### config.mk
export PLATFORM = sky130hd
export DESIGN_NAME = serial_reg_cmd_engine
export DESIGN_NICKNAME = d
export VERILOG_FILES = /design/src/rtl/serial_reg_cmd_engine.sv
export SDC_FILE = /design/constraint.sdc
export NUM_CORES = 1
export LEC_CHECK = 0
export ABC_AREA = 1
export BUFFER_PORTS_ARGS = -buffer_cell sky130_fd_sc_hd__buf_4
export CORE_MARGIN = 3
export CORE_UTILIZATION = 53
export CTS_CLUSTER_SIZE = 10
export DETAILED_ROUTE_END_ITERATION = 12
export MAX_ROUTING_LAYER = met4
export PLACE_DENSITY = 0.73
export SLEW_MARGIN = 20
export SYNTH_ARGS = -nofsm -noshare
export SYNTH_HDL_FRONTEND = slang
export SYNTH_SLANG_ARGS = --single-unit
### constraint.sdc
create_clock -name clk -period 1.6 [get_ports clk]
set_input_delay 0.32 -clock clk [delete_from_list [all_inputs] [get_ports clk]]
set_output_delay 0.32 -clock clk [all_outputs]
set_load 0.05 [all_outputs]
### src/rtl/serial_reg_cmd_engine.sv
// ============================================================================
// serial_reg_cmd_engine
//
// Byte-stream command engine between an RS232 core's rx/tx byte interfaces
// and a parametrised register file. Parses framed read/write requests,
// validates checksum, command and address, executes the command and returns
// a framed response. Partially received frames are dropped after an
// inter-byte timeout.
//
// Request : AA, CMD, ADDR, DATA[DATA_BYTES] (write only), CHK
// Response: 55, STATUS, ADDR, DATA[DATA_BYTES], CHK
// CHK is the XOR of every byte after the start-of-frame byte.
//
// Ports:
//   clk, rst       - clock, synchronous active-high reset
//   rx_data/valid  - incoming byte, accepted when rx_valid && rx_ready
//   rx_ready       - engine can accept a byte (IDLE and receive states)
//   tx_data/valid  - response byte, held stable until tx_ready
//   tx_ready       - transmitter takes the byte when tx_valid && tx_ready
//   reg_out        - flat register file, register i at [(i+1)*W-1 : i*W]
//   reg_wr_strobe  - one-cycle pulse on the bit of the register written
//   busy           - high whenever the engine is not IDLE
//   err_count      - saturating count of error responses plus timeouts
// ============================================================================
module serial_reg_cmd_engine #(
    parameter int REG_COUNT      = 4,
    parameter int DATA_BYTES     = 2,
    parameter int TIMEOUT_CYCLES = 5000000
) (
    input  logic                                clk,
    input  logic                                rst,
    input  logic [7:0]                          rx_data,
    input  logic                                rx_valid,
    output logic                                rx_ready,
    output logic [7:0]                          tx_data,
    output logic                                tx_valid,
    input  logic                                tx_ready,
    output logic [REG_COUNT*DATA_BYTES*8-1:0]   reg_out,
    output logic [REG_COUNT-1:0]                reg_wr_strobe,
    output logic                                busy,
    output logic [7:0]                          err_count
);

    localparam int DATA_W     = 8 * DATA_BYTES;
    localparam int RESP_BYTES = 4 + DATA_BYTES;
    localparam int TOUT_W     = $clog2(TIMEOUT_CYCLES + 1);
    localparam logic [TOUT_W-1:0] TOUT_LAST = TOUT_W'(TIMEOUT_CYCLES - 1);

    localparam logic [7:0] SOF_REQ    = 8'hAA;
    localparam logic [7:0] SOF_RESP   = 8'h55;
    localparam logic [7:0] CMD_RD     = 8'h01;
    localparam logic [7:0] CMD_WR     = 8'h02;
    localparam logic [7:0] ST_OK      = 8'h00;
    localparam logic [7:0] ST_BAD_CMD = 8'h01;
    localparam logic [7:0] ST_BAD_ADR = 8'h02;
    localparam logic [7:0] ST_BAD_CHK = 8'h03;

    typedef enum logic [2:0] {
        S_IDLE,
        S_R_CMD,
        S_R_ADDR,
        S_R_DATA,
        S_R_CHK,
        S_EXEC,
        S_RESP
    } state_e;

    state_e              state_q, state_d;
    logic [7:0]          cmd_q, cmd_d;
    logic [7:0]          addr_q, addr_d;
    logic [DATA_W-1:0]   data_q, data_d;
    logic [7:0]          chk_q, chk_d;
    logic [1:0]          cnt_q, cnt_d;
    logic [TOUT_W-1:0]   tout_q, tout_d;
    logic [7:0]          status_q, status_d;
    logic [DATA_W-1:0]   resp_data_q, resp_data_d;
    logic [2:0]          tx_idx_q, tx_idx_d;
    logic [7:0]          err_q, err_d;
    logic [DATA_W-1:0]   regs_q [REG_COUNT];
    logic [DATA_W-1:0]   regs_d [REG_COUNT];

    logic                in_frame;
    logic                rx_acc;
    logic                tx_hs;
    logic                tout_hit;
    logic                wr_en;
    logic [7:0]          exec_status;
    logic [DATA_W-1:0]   rd_data;
    logic [7:0]          resp_bytes [RESP_BYTES];

    assign in_frame = (state_q == S_R_CMD) || (state_q == S_R_ADDR) ||
                      (state_q == S_R_DATA) || (state_q == S_R_CHK);
    assign rx_acc   = rx_valid && rx_ready;
    assign tx_hs    = tx_valid && tx_ready;
    // A byte arriving on the final cycle keeps the frame alive.
    assign tout_hit = in_frame && !rx_acc && (tout_q == TOUT_LAST);
    assign wr_en    = (state_q == S_EXEC) && (exec_status == ST_OK) && (cmd_q == CMD_WR);

    // chk_q holds the XOR of every byte after SOF including CHK, so a good
    // frame leaves it at zero. Priority: checksum > command > address.
    always_comb begin
        exec_status = ST_OK;
        if (chk_q != 8'h00) begin
            exec_status = ST_BAD_CHK;
        end else if ((cmd_q != CMD_RD) && (cmd_q != CMD_WR)) begin
            exec_status = ST_BAD_CMD;
        end else if (int'(addr_q) >= REG_COUNT) begin
            exec_status = ST_BAD_ADR;
        end
    end

    always_comb begin
        rd_data = '0;
        for (int i = 0; i < REG_COUNT; i++) begin
            if (addr_q == 8'(i)) rd_data = regs_q[i];
        end
    end

    // ------------------------------------------------------------------
    // FSM process 1: state and datapath registers
    // ------------------------------------------------------------------
    always_ff @(posedge clk) begin
        // NOTE: non-blocking assignments keep every register sampling the
        // pre-edge value, so process order never changes behaviour.
        if (rst) begin
            state_q     <= S_IDLE;
            cmd_q       <= '0;
            addr_q      <= '0;
            data_q      <= '0;
            chk_q       <= '0;
            cnt_q       <= '0;
            tout_q      <= '0;
            status_q    <= '0;
            resp_data_q <= '0;
            tx_idx_q    <= '0;
            err_q       <= '0;
            // NOTE: the register file is architecturally visible on reg_out
            // and must read zero after reset, so it is reset explicitly
            // rather than left to power-up contents.
            for (int i = 0; i < REG_COUNT; i++) regs_q[i] <= '0;
        end else begin
            state_q     <= state_d;
            cmd_q       <= cmd_d;
            addr_q      <= addr_d;
            data_q      <= data_d;
            chk_q       <= chk_d;
            cnt_q       <= cnt_d;
            tout_q      <= tout_d;
            status_q    <= status_d;
            resp_data_q <= resp_data_d;
            tx_idx_q    <= tx_idx_d;
            err_q       <= err_d;
            regs_q      <= regs_d;
        end
    end

    // ------------------------------------------------------------------
    // FSM process 2: next-state logic
    // ------------------------------------------------------------------
    always_comb begin
        // NOTE: assigning a default first covers every path through the
        // case, so no latch is inferred.
        state_d = state_q;
        unique case (state_q)
            S_IDLE:   if (rx_acc && (rx_data == SOF_REQ)) state_d = S_R_CMD;
            S_R_CMD:  if (rx_acc) state_d = S_R_ADDR;
                      else if (tout_hit) state_d = S_IDLE;
            S_R_ADDR: if (rx_acc) state_d = (cmd_q == CMD_WR) ? S_R_DATA : S_R_CHK;
                      else if (tout_hit) state_d = S_IDLE;
            S_R_DATA: if (rx_acc && (cnt_q == 2'(DATA_BYTES - 1))) state_d = S_R_CHK;
                      else if (tout_hit) state_d = S_IDLE;
            S_R_CHK:  if (rx_acc) state_d = S_EXEC;
                      else if (tout_hit) state_d = S_IDLE;
            S_EXEC:   state_d = S_RESP;
            S_RESP:   if (tx_hs && (tx_idx_q == 3'(RESP_BYTES - 1))) state_d = S_IDLE;
            default:  state_d = S_IDLE;
        endcase
    end

    // Datapath next-state: frame capture, execution and response indexing.
    always_comb begin
        cmd_d       = cmd_q;
        addr_d      = addr_q;
        data_d      = data_q;
        chk_d       = chk_q;
        cnt_d       = cnt_q;
        tout_d      = '0;
        status_d    = status_q;
        resp_data_d = resp_data_q;
        tx_idx_d    = tx_idx_q;
        err_d       = err_q;
        regs_d      = regs_q;

        if (in_frame) begin
            if (rx_acc) chk_d = chk_q ^ rx_data;
            else if (!tout_hit) tout_d = tout_q + TOUT_W'(1);
        end

        case (state_q)
            S_IDLE:   chk_d = '0;
            S_R_CMD:  if (rx_acc) cmd_d = rx_data;
            S_R_ADDR: if (rx_acc) begin
                          addr_d = rx_data;
                          cnt_d  = '0;
                          data_d = '0;
                      end
            S_R_DATA: if (rx_acc) begin
                          data_d = (data_q << 8) | DATA_W'(rx_data);
                          cnt_d  = cnt_q + 2'd1;
                      end
            S_EXEC: begin
                status_d = exec_status;
                tx_idx_d = '0;
                if (exec_status != ST_OK) resp_data_d = '0;
                else if (cmd_q == CMD_WR) resp_data_d = data_q;
                else resp_data_d = rd_data;
                if ((exec_status != ST_OK) && (err_q != 8'hFF)) err_d = err_q + 8'd1;
            end
            S_RESP:   if (tx_hs) tx_idx_d = tx_idx_q + 3'd1;
            default: ;
        endcase

        if (tout_hit && (err_q != 8'hFF)) err_d = err_q + 8'd1;

        for (int i = 0; i < REG_COUNT; i++) begin
            if (wr_en && (addr_q == 8'(i))) regs_d[i] = data_q;
        end
    end

    // ------------------------------------------------------------------
    // FSM process 3: outputs
    // ------------------------------------------------------------------
    always_comb begin
        rx_ready      = (state_q == S_IDLE) || in_frame;
        tx_valid      = (state_q == S_RESP);
        busy          = (state_q != S_IDLE);
        err_count     = err_q;
        reg_wr_strobe = '0;
        for (int i = 0; i < REG_COUNT; i++) begin
            reg_wr_strobe[i] = wr_en && (addr_q == 8'(i));
        end

        resp_bytes[0] = SOF_RESP;
        resp_bytes[1] = status_q;
        resp_bytes[2] = addr_q;
        resp_bytes[RESP_BYTES-1] = status_q ^ addr_q;
        for (int k = 0; k < DATA_BYTES; k++) begin
            resp_bytes[3+k] = resp_data_q[(DATA_BYTES-1-k)*8 +: 8];
            resp_bytes[RESP_BYTES-1] = resp_bytes[RESP_BYTES-1] ^ resp_bytes[3+k];
        end

        tx_data = '0;
        if (state_q == S_RESP) begin
            for (int i = 0; i < RESP_BYTES; i++) begin
                if (tx_idx_q == 3'(i)) tx_data = resp_bytes[i];
            end
        end

        reg_out = '0;
        for (int i = 0; i < REG_COUNT; i++) begin
            reg_out[i*DATA_W +: DATA_W] = regs_q[i];
        end
    end

endmodule

# After elaboration in Yosys (flattened, before gate mapping)
# Cells that the tools add are included.
word_totals:
  reg_bits: 167
  in_bits: 12
  out_inout_bits: 87
  elab_cells: 129
op_classes:
  addsub: 4
  order_cmp: 1
  eq_ne: 26
  muxes: 36
  bitwise_logic: 6
  n_reduce_logical: 41
op_table:
  columns: ["cell", "n"]
  rows:
  - ["2-to-1 mux 16 bit", 8]
  - ["2-to-1 mux 8 bit", 10]
  - ["case mux 16 bit (2 select lines)", 1]
  - ["bitwise XOR 8 bit", 4]
  - ["2-to-1 mux 3 bit", 9]
  - ["== test 8 x 2 -> 1 bit, second input constant", 3]
  - ["adder 23 x 1 -> 23 bit, second input constant", 1]
  - ["== test 23 bit, second input constant", 1]
  - ["case mux 3 bit (7 select lines)", 1]
  - ["logical AND 1 bit", 16]
  - ["zero test 8 bit", 2]
  - ["bitwise OR 16 x 8 -> 16 bit", 1]
  - ["nonzero test 8 bit", 2]
  - ["== test 3 bit, second input constant", 5]
  - ["== test 3 x 2 -> 1 bit, second input constant", 4]
  - ["AND reduction 2 bit", 6]
  - ["adder 8 x 1 -> 8 bit, second input constant", 1]
  - ["== test 8 x 1 -> 1 bit, second input constant", 1]
  - ["== test 8 bit, second input constant", 1]
  - [">= comparator 8 x 3 -> 1 bit, second input constant", 1]
  - ["2-to-1 mux 2 bit", 4]
  - ["inequality test 8 x 1 -> 1 bit, second input constant", 1]
  - ["inequality test 8 x 2 -> 1 bit, second input constant", 1]
  - ["inequality test 8 bit, second input constant", 1]
  - ["other kinds (18)", 29]

# Depth between registers and ports, before layout
# Gate-level depths: netlist of the first run.
depth:
  word_depth: 12
  mapped_depth: 13
  mapped_depth_nobuf: 12

# Least setup slack after synthesis of the first run
# No wires, ideal clock.
synth_path:
  path_type: "reg-to-output"
  from: "register state_q[2]"
  to: "output tx_data[3]"
  arrival_ns: 2.414
  required_ns: 1.280
  slack_ns: -1.134
  path_stages_with_launch: 6
  path_buffers: 1
  cell_sequence: "dfxtp_1 buf_2 nand2_1 nor2_2 inv_1 nor3_1"
synth_between:
  elab_chain_cells: 2
synth_rtl:
  columns: ["item", "line", "source"]
  rows:
  - ["from (decl)", "68", "state_e state_q, state_d;"]
  - ["from (signal assigned)", "142", "state_q <= state_d;"]
  - ["== test 3 bit", null, null]
  - ["net tx_valid", "36", "output logic tx_valid,"]
  - ["2-to-1 mux 8 bit", "253", "if (state_q == S_RESP) begin"]
  - ["to (decl)", "35", "output logic [7:0] tx_data,"]
# The timed path passes the listed nets, and every way through them passes these cells.

# Worst setup path in the final report of the first run
layout_path:
  from: "register cmd_q[1]"
  to: "output reg_wr_strobe[2]"
layout_between:
  elab_chain_cells: 8
  word_cells_on_any_way: 10
  classes_between: "eq/ne (3); mux (2); reduce/logical (5)"
layout_rtl:
  columns: ["item", "line", "source"]
  rows:
  - ["from (decl)", "69", "logic [7:0] cmd_q, cmd_d;"]
  - ["from (signal assigned)", "143", "cmd_q <= cmd_d;"]
  - ["inequality test 8 x 1 -> 1 bit or inequality test 8 x 2 -> 1 bit (tied branches)", "105", "end else if ((cmd_q != CMD_RD) && (cmd_q != CMD_WR)) begin"]
  - ["logical AND 1 bit", "105", null]
  - ["2-to-1 mux 2 bit", "105", null]
  - ["2-to-1 mux 8 bit", "103", "if (chk_q != 8'h00) begin"]
  - ["zero test 8 bit", "97", "assign wr_en = (state_q == S_EXEC) && (exec_status == ST_OK) && (cmd_q == CMD_WR);"]
  - ["logical AND 1 bit", "97", null]
  - ["logical AND 1 bit (*)", "97", null]
  - ["logical AND 1 bit (*)", "240", "reg_wr_strobe[i] = wr_en && (addr_q == 8'(i));"]
  - ["to (decl)", "39", "output logic [REG_COUNT-1:0] reg_wr_strobe,"]
# Every way passes the cells marked *; elsewhere a longest branch is shown, timed or not.

==> out/results.ini, run 1 <==
[synth]
yosysSeqAreaShare_pct = 39.0
netlist_instances = 1274
synthFlopType = dfxtp_1
synth_area_leaders = dfxtp_1 (39%), nand2_1 (16%), nor2_1 (11%)
ys_warn_count = 0
synth.top_cell.area_share_pct = 39.0
synth_edf_count = 0
synth-seq-cells = 161
netlist_area_sq_um = 8250
synthDistinctLibCells = 39
synth.avg_cell_area_sq_um = 6.48
async_flop_share_pct = 0
yosysMostFrequentCell = nand2_1
synth_fp_nets = 1294
synthTopCellsByCount = nand2_1 (353), nor2_1 (234), dfxtp_1 (161)
synth.largest_area_cell = dfxtp_1

[timing]
period_share_pct = 142
tightest_slew_ns = 0.528
worst_slack_ns = -0.668
fin_skew_ns = 0.00766
drv_slew = 0
hold_viol = 0
max_freq_ghz = 0.441
final.setup.tns_ns = -31.71
fin_crit_ns = 2.27
whs_ns = 0.206
max_slew_margin_pct = 64.7
rsz0062_at_grt = true
setup-violations-final = 108

[layout]
nets = 1535
area_growth_pct = 53.1
antenna_cells = 0
post-route-util_pct = 85.0
drive_gt1_share_pct = 40.0

[placed_design]
hpwlAfterDp_um = 18200
port_buffers = 98
gp_congestion = 0.968

[global_route]
globalRoute.totalOverflow = 0
grt_pass1_vias = 8099
grt_usage_pct = 32.4
grt_first_pass_wirelength_um = 42000
grt_max_degree = 36
antenna_found_initial = 0

[critical_path]
end_kind = primary output
arrival_ns = 1.95
crit_fanout = 4
startpoint_type = register
path_class = register to primary output
worst_ep_required_time_ns = 1.28
r2r_slack_ns = -0.50

[drt]
viasPerCell = 5.73
drt-initial-drc-count = 1180
ant_nets = 0
dr_total_vias = 9787
drcViolationCount = 0
wl_um = 30600
dr.pass1.iters = 7
wl_per_cell_um = 17.9

[clocking]
clock_sinks = 161
clk_pin_slew_ns = 0.06
numCtsBuffers = 17
cts_max_level = 4
clk_latency_ns = 0.42
root_buffer = clkbuf_16
clk_path_buf_depth = 2
cts_tree = yes

[die]
die_w_um = 131
die_h_um = 131
start_util_pct = 55.5
core_sq_um = 14900
ios = 99
dieArea_sq_um = 17100
core.rowCount = 44

[outcome]
violations = negative setup slack
status = finished, violations left

[power]
p_leak_nw = 5.75
power.density_nw_per_um2 = 645
ir_worst_vdd_v = 0.000815

[flow_run]
maxCapViolCount = 0

[min_path]
min_path_type = input port to register

## area by class of cell
class | count | area, sq um
clock buffers | 23 | 468
fillers | 831 | 2230
repair buffers | 270 | 2530
multi-input cells | 918 | 5450
flip-flops and latches | 161 | 3270
clock inverters | 6 | 85.1
inverters | 146 | 608
repair inverters | 1 | 5.00
well taps | 184 | 230
## critical path, stage by stage, from the launching register on
cell        delay [ns]
dfxtp_1           0.31
inv_1             0.05
or2_4             0.24
a21oi_4           0.17
nand3_4           0.12
nor2_8            0.24
nand3_4           0.15
clkinvlp_4        0.11
buf_8             0.14
## placed cells by master (no fill, tap or decap), types with 34 or more instances in the layout
master	n
nor2_2	42
dfxtp_1	140
nand2_1	267
a21oi_1	69
nor2_1	164
nand2_2	63
buf_4	204
o21ai_0	42
nor2_4	34
inv_1	115
## routing by layer
| layer | vias to the layer above | track usage, % | wire (um) |
|---|---|---|---|
| li1 | 4515 | - | - |
| met1 | 4555 | 42.8 | 11900 |
| met2 | 601 | 50.8 | 14500 |
| met3 | 116 | 5.69 | 2820 |
| met4 | 0 | 10.2 | 1330 |
| met5 | - | - | 0 |
## report_power, final
group	internal (mW)	total, mW	switching [mW]
Combinational	0.0615	0.194	0.133
Clock	2.35	3.96	1.61
Sequential	4.00	4.00	0.000874
## cells by family (layout without fill, tap and decap cells)
family	Yosys count	in the layout	share of synthesized area (%)
compound gates	182	182	11.6
xor+xnor	21	21	2.23
fa+ha+maj	8	8	1.21
buf+inv	195	446	9.93
flops	161	161	39.0
simple gates	707	707	36.0
## sequential cells by signal (all words and copies together), names as in the netlist, 8 cells and up
name	count
addr_q	8
chk_q	8
cmd_q	8
data_q	16
err_count	8
reg_out	64
resp_data_q	16
tout_q	23
## per-stage QoR
stage	power [mW]	area (sq um)	cells	setup slack, ns
floorplan	4.17	8550	1274	-0.361
global placement	4.26	10100	1623	-0.275
detailed placement	4.26	10100	1623	-0.310
CTS	8.12	11500	1673	-0.615
global route	8.34	12600	1709	-0.760
finish	8.15	12600	1709	-0.668
## path summary, 6_finish.rpt
path,endpoint,cells after the start,from
min reg2reg,cnt_q[0],1,cnt_q[0]
min,cmd_q[5],3,rx_data[5]
max reg2reg,reg_out[6],13,cmd_q[1]
max,reg_wr_strobe[2],8,cmd_q[1]
## timing repair
item                                    4_1_cts  5_1_grt
hold buffers                                  0        0
endpoints found under the setup margin      135      162
pin swaps                                    54       53
gates cloned                                  3       11
buffers inserted                             18       29
gates resized for setup                     179      226
(Power assumes the default switching activity.)
==> run 2: changes to the inputs <==
--- a/config.mk
+++ b/config.mk
@@ -14,3 +14,3 @@
 export MAX_ROUTING_LAYER = met4
-export PLACE_DENSITY = 0.73
+export PLACE_DENSITY = 0.77
 export SLEW_MARGIN = 20
==> constraint.sdc (replaced) <==
create_clock -name clk -period 1.6 [get_ports clk]
set_input_delay 0.16 -clock clk [delete_from_list [all_inputs] [get_ports clk]]
set_output_delay 0.16 -clock clk [all_outputs]
set_load 0.05 [all_outputs]
==> run 2 against run 1 <==
Against the previous run:
- the flow still finishes with violations (negative setup slack)
- utilization up 0.96 points
- routed wire length rose by 13%
- register-to-register slack better by 0.07 ns
- fmax is 5.1% higher
- clock power increased by 12%
- largest cell class unchanged
- largest power group is now the clock network
==> out/results.ini, run 2 (synthesized netlist as in run 1, its figures left out) <==
[outcome]
status = finished, violations left
violations = negative setup slack

[timing]
tightest_slew_ns = 0.668
setup-violations-final = 124
period_share_pct = 135
rsz0062_at_grt = true
fin_skew_ns = 0.0112
worst_slack_ns = -0.557
max_slew_margin_pct = 55.4
drv_slew = 0
whs_ns = 0.0123
max_freq_ghz = 0.464
final.setup.tns_ns = -27.74
fin_crit_ns = 2.16
hold_viol = 0

[layout]
nFillCells = 740
nets = 1529
seqCellArea_sq_um = 3270
drive_gt1_share_pct = 40.2
post-route-util_pct = 86.0
final_common_cell = nand2_1
final_cell_mix = nand2_1 (252), buf_4 (180), nor2_1 (167), dfxtp_1 (138), inv_1 (114)
multi_input_area_sq_um = 5510
area_growth_pct = 54.8
antenna_cells = 0
finalInstanceArea_sq_um = 12800
largest_register_ffs = 64
stdcell_count = 1706

[critical_path]
cpPeakStageDelay_ns = 0.34
startpoint_type = register
worst_ep_required_time_ns = 1.44
cp_cell_sequence = nor2_2 -> nand3_2 -> a21oi_4 -> nand3_4 -> nor2_8 -> nand3_4 -> clkinvlp_4 -> buf_8
crit_family = simple AND/OR/NAND/NOR gates
worst-path-buf-inv = 2
path_common_cell = nand3_4
crit_fanout = 4
end_kind = primary output
arrival_ns = 2.00
path_class = register to primary output
r2r_slack_ns = -0.43
critPathSlowestCell = dfxtp_2

[placed_design]
place_area_sq_um = 10100
port_buffers = 98
pre_cts_slack_ns = -0.168
gp_congestion = 0.975
hpwlAfterDp_um = 18300
dp.cells = 1622

[die]
start_util_pct = 55.5
core_sq_um = 14900
die_w_um = 131
die_h_um = 131
ios = 99
core.rowCount = 44
dieArea_sq_um = 17100

[drt]
ant_nets = 0
wl_per_cell_um = 20.2
dr.pass1.iters = 9
dr_total_vias = 10300
viasPerCell = 6.02
wl_um = 34500
drcViolationCount = 0
drt-initial-drc-count = 1602

[global_route]
grt_max_degree = 50
grt_first_pass_wirelength_um = 46600
antenna_found_initial = 0
globalRoute.totalOverflow = 0
grt_usage_pct = 35.8
grt_pass1_vias = 9150

[clocking]
clk_pin_slew_ns = 0.06
root_buffer = clkbuf_16
numCtsBuffers = 17
clk_latency_ns = 0.45
clock_sinks = 161
cts_tree = yes
cts_max_level = 4
clk_path_buf_depth = 2

[flow_run]
maxCapViolCount = 0

[power]
netSwitchingFraction_pct = 21.7
power.density_nw_per_um2 = 673
clockPowerShare_pct = 51.4
p_int_mw = 6.73
seq_power_share_pct = 46.4
ir_worst_vdd_v = 0.000926
finalPower_mw = 8.60
p_sw_mw = 1.87
combPwrFrac_pct = 2.1
p_leak_nw = 5.96

[min_path]
min_path_type = input port to register

==> run 2: per-layer routing <==
metal / wire, um / track usage, % / up-vias
li1: - / - / 4495
met1: 12100 / 44.2 / 4707
met2: 16100 / 55.4 / 812
met3: 3840 / 7.76 / 254
met4: 2510 / 17.9 / 0
met5: 0 / - / -
==> run 2: path summary, 6_finish.rpt <==
check / startpoint / end / depth (start not counted)
hold reg to reg: chk_q[4] / chk_q[4] / 2
setup reg to reg: cmd_q[2] / reg_out[54] / 12
setup / recovery: cmd_q[2] / reg_wr_strobe[2] / 8
hold / removal: rx_data[5] / cmd_q[5] / 3
==> run 2: cell type report <==
| type | count | area share (%) |
|---|---|---|
| clock buffers | 22 | 3.63 |
| clock inverters | 10 | 1.23 |
| inverters | 146 | 4.68 |
| multi-input cells | 919 | 43.1 |
| flip-flops and latches | 161 | 25.6 |
| well taps | 184 | 1.80 |
| repair buffers | 263 | 20.0 |
| repair inverters | 1 | 0.0392 |
==> run 2: worst reg2reg max path, delay by kind of cell, from the launching register on <==
kind | cells | cell delay, ns
DFF | 1 | 0.34
buffers and inverters | 3 | 0.45
AOI/OAI and AO/OA | 1 | 0.19
and+or+nand+nor | 8 | 0.98
==> run 2: power groups by stage <==
stage / clock (mW) / combinational (mW) / sequential, mW
floorplan: 0 / 0.0751 / 4.09
global placement: 0 / 0.153 / 4.10
detailed placement: 0 / 0.153 / 4.10
CTS: 4.37 / 0.162 / 4.00
global route: 4.58 / 0.192 / 3.99
finish: 4.42 / 0.184 / 4.00
==> run 2: timing repair <==
item,4_1_cts,5_1_grt
pin swaps,57,71
cloned,11,3
hold buffers,1,0
hold endpoints to repair,1,0
setup buffers,26,20
resized for setup,245,215
setup endpoints to repair,127,161
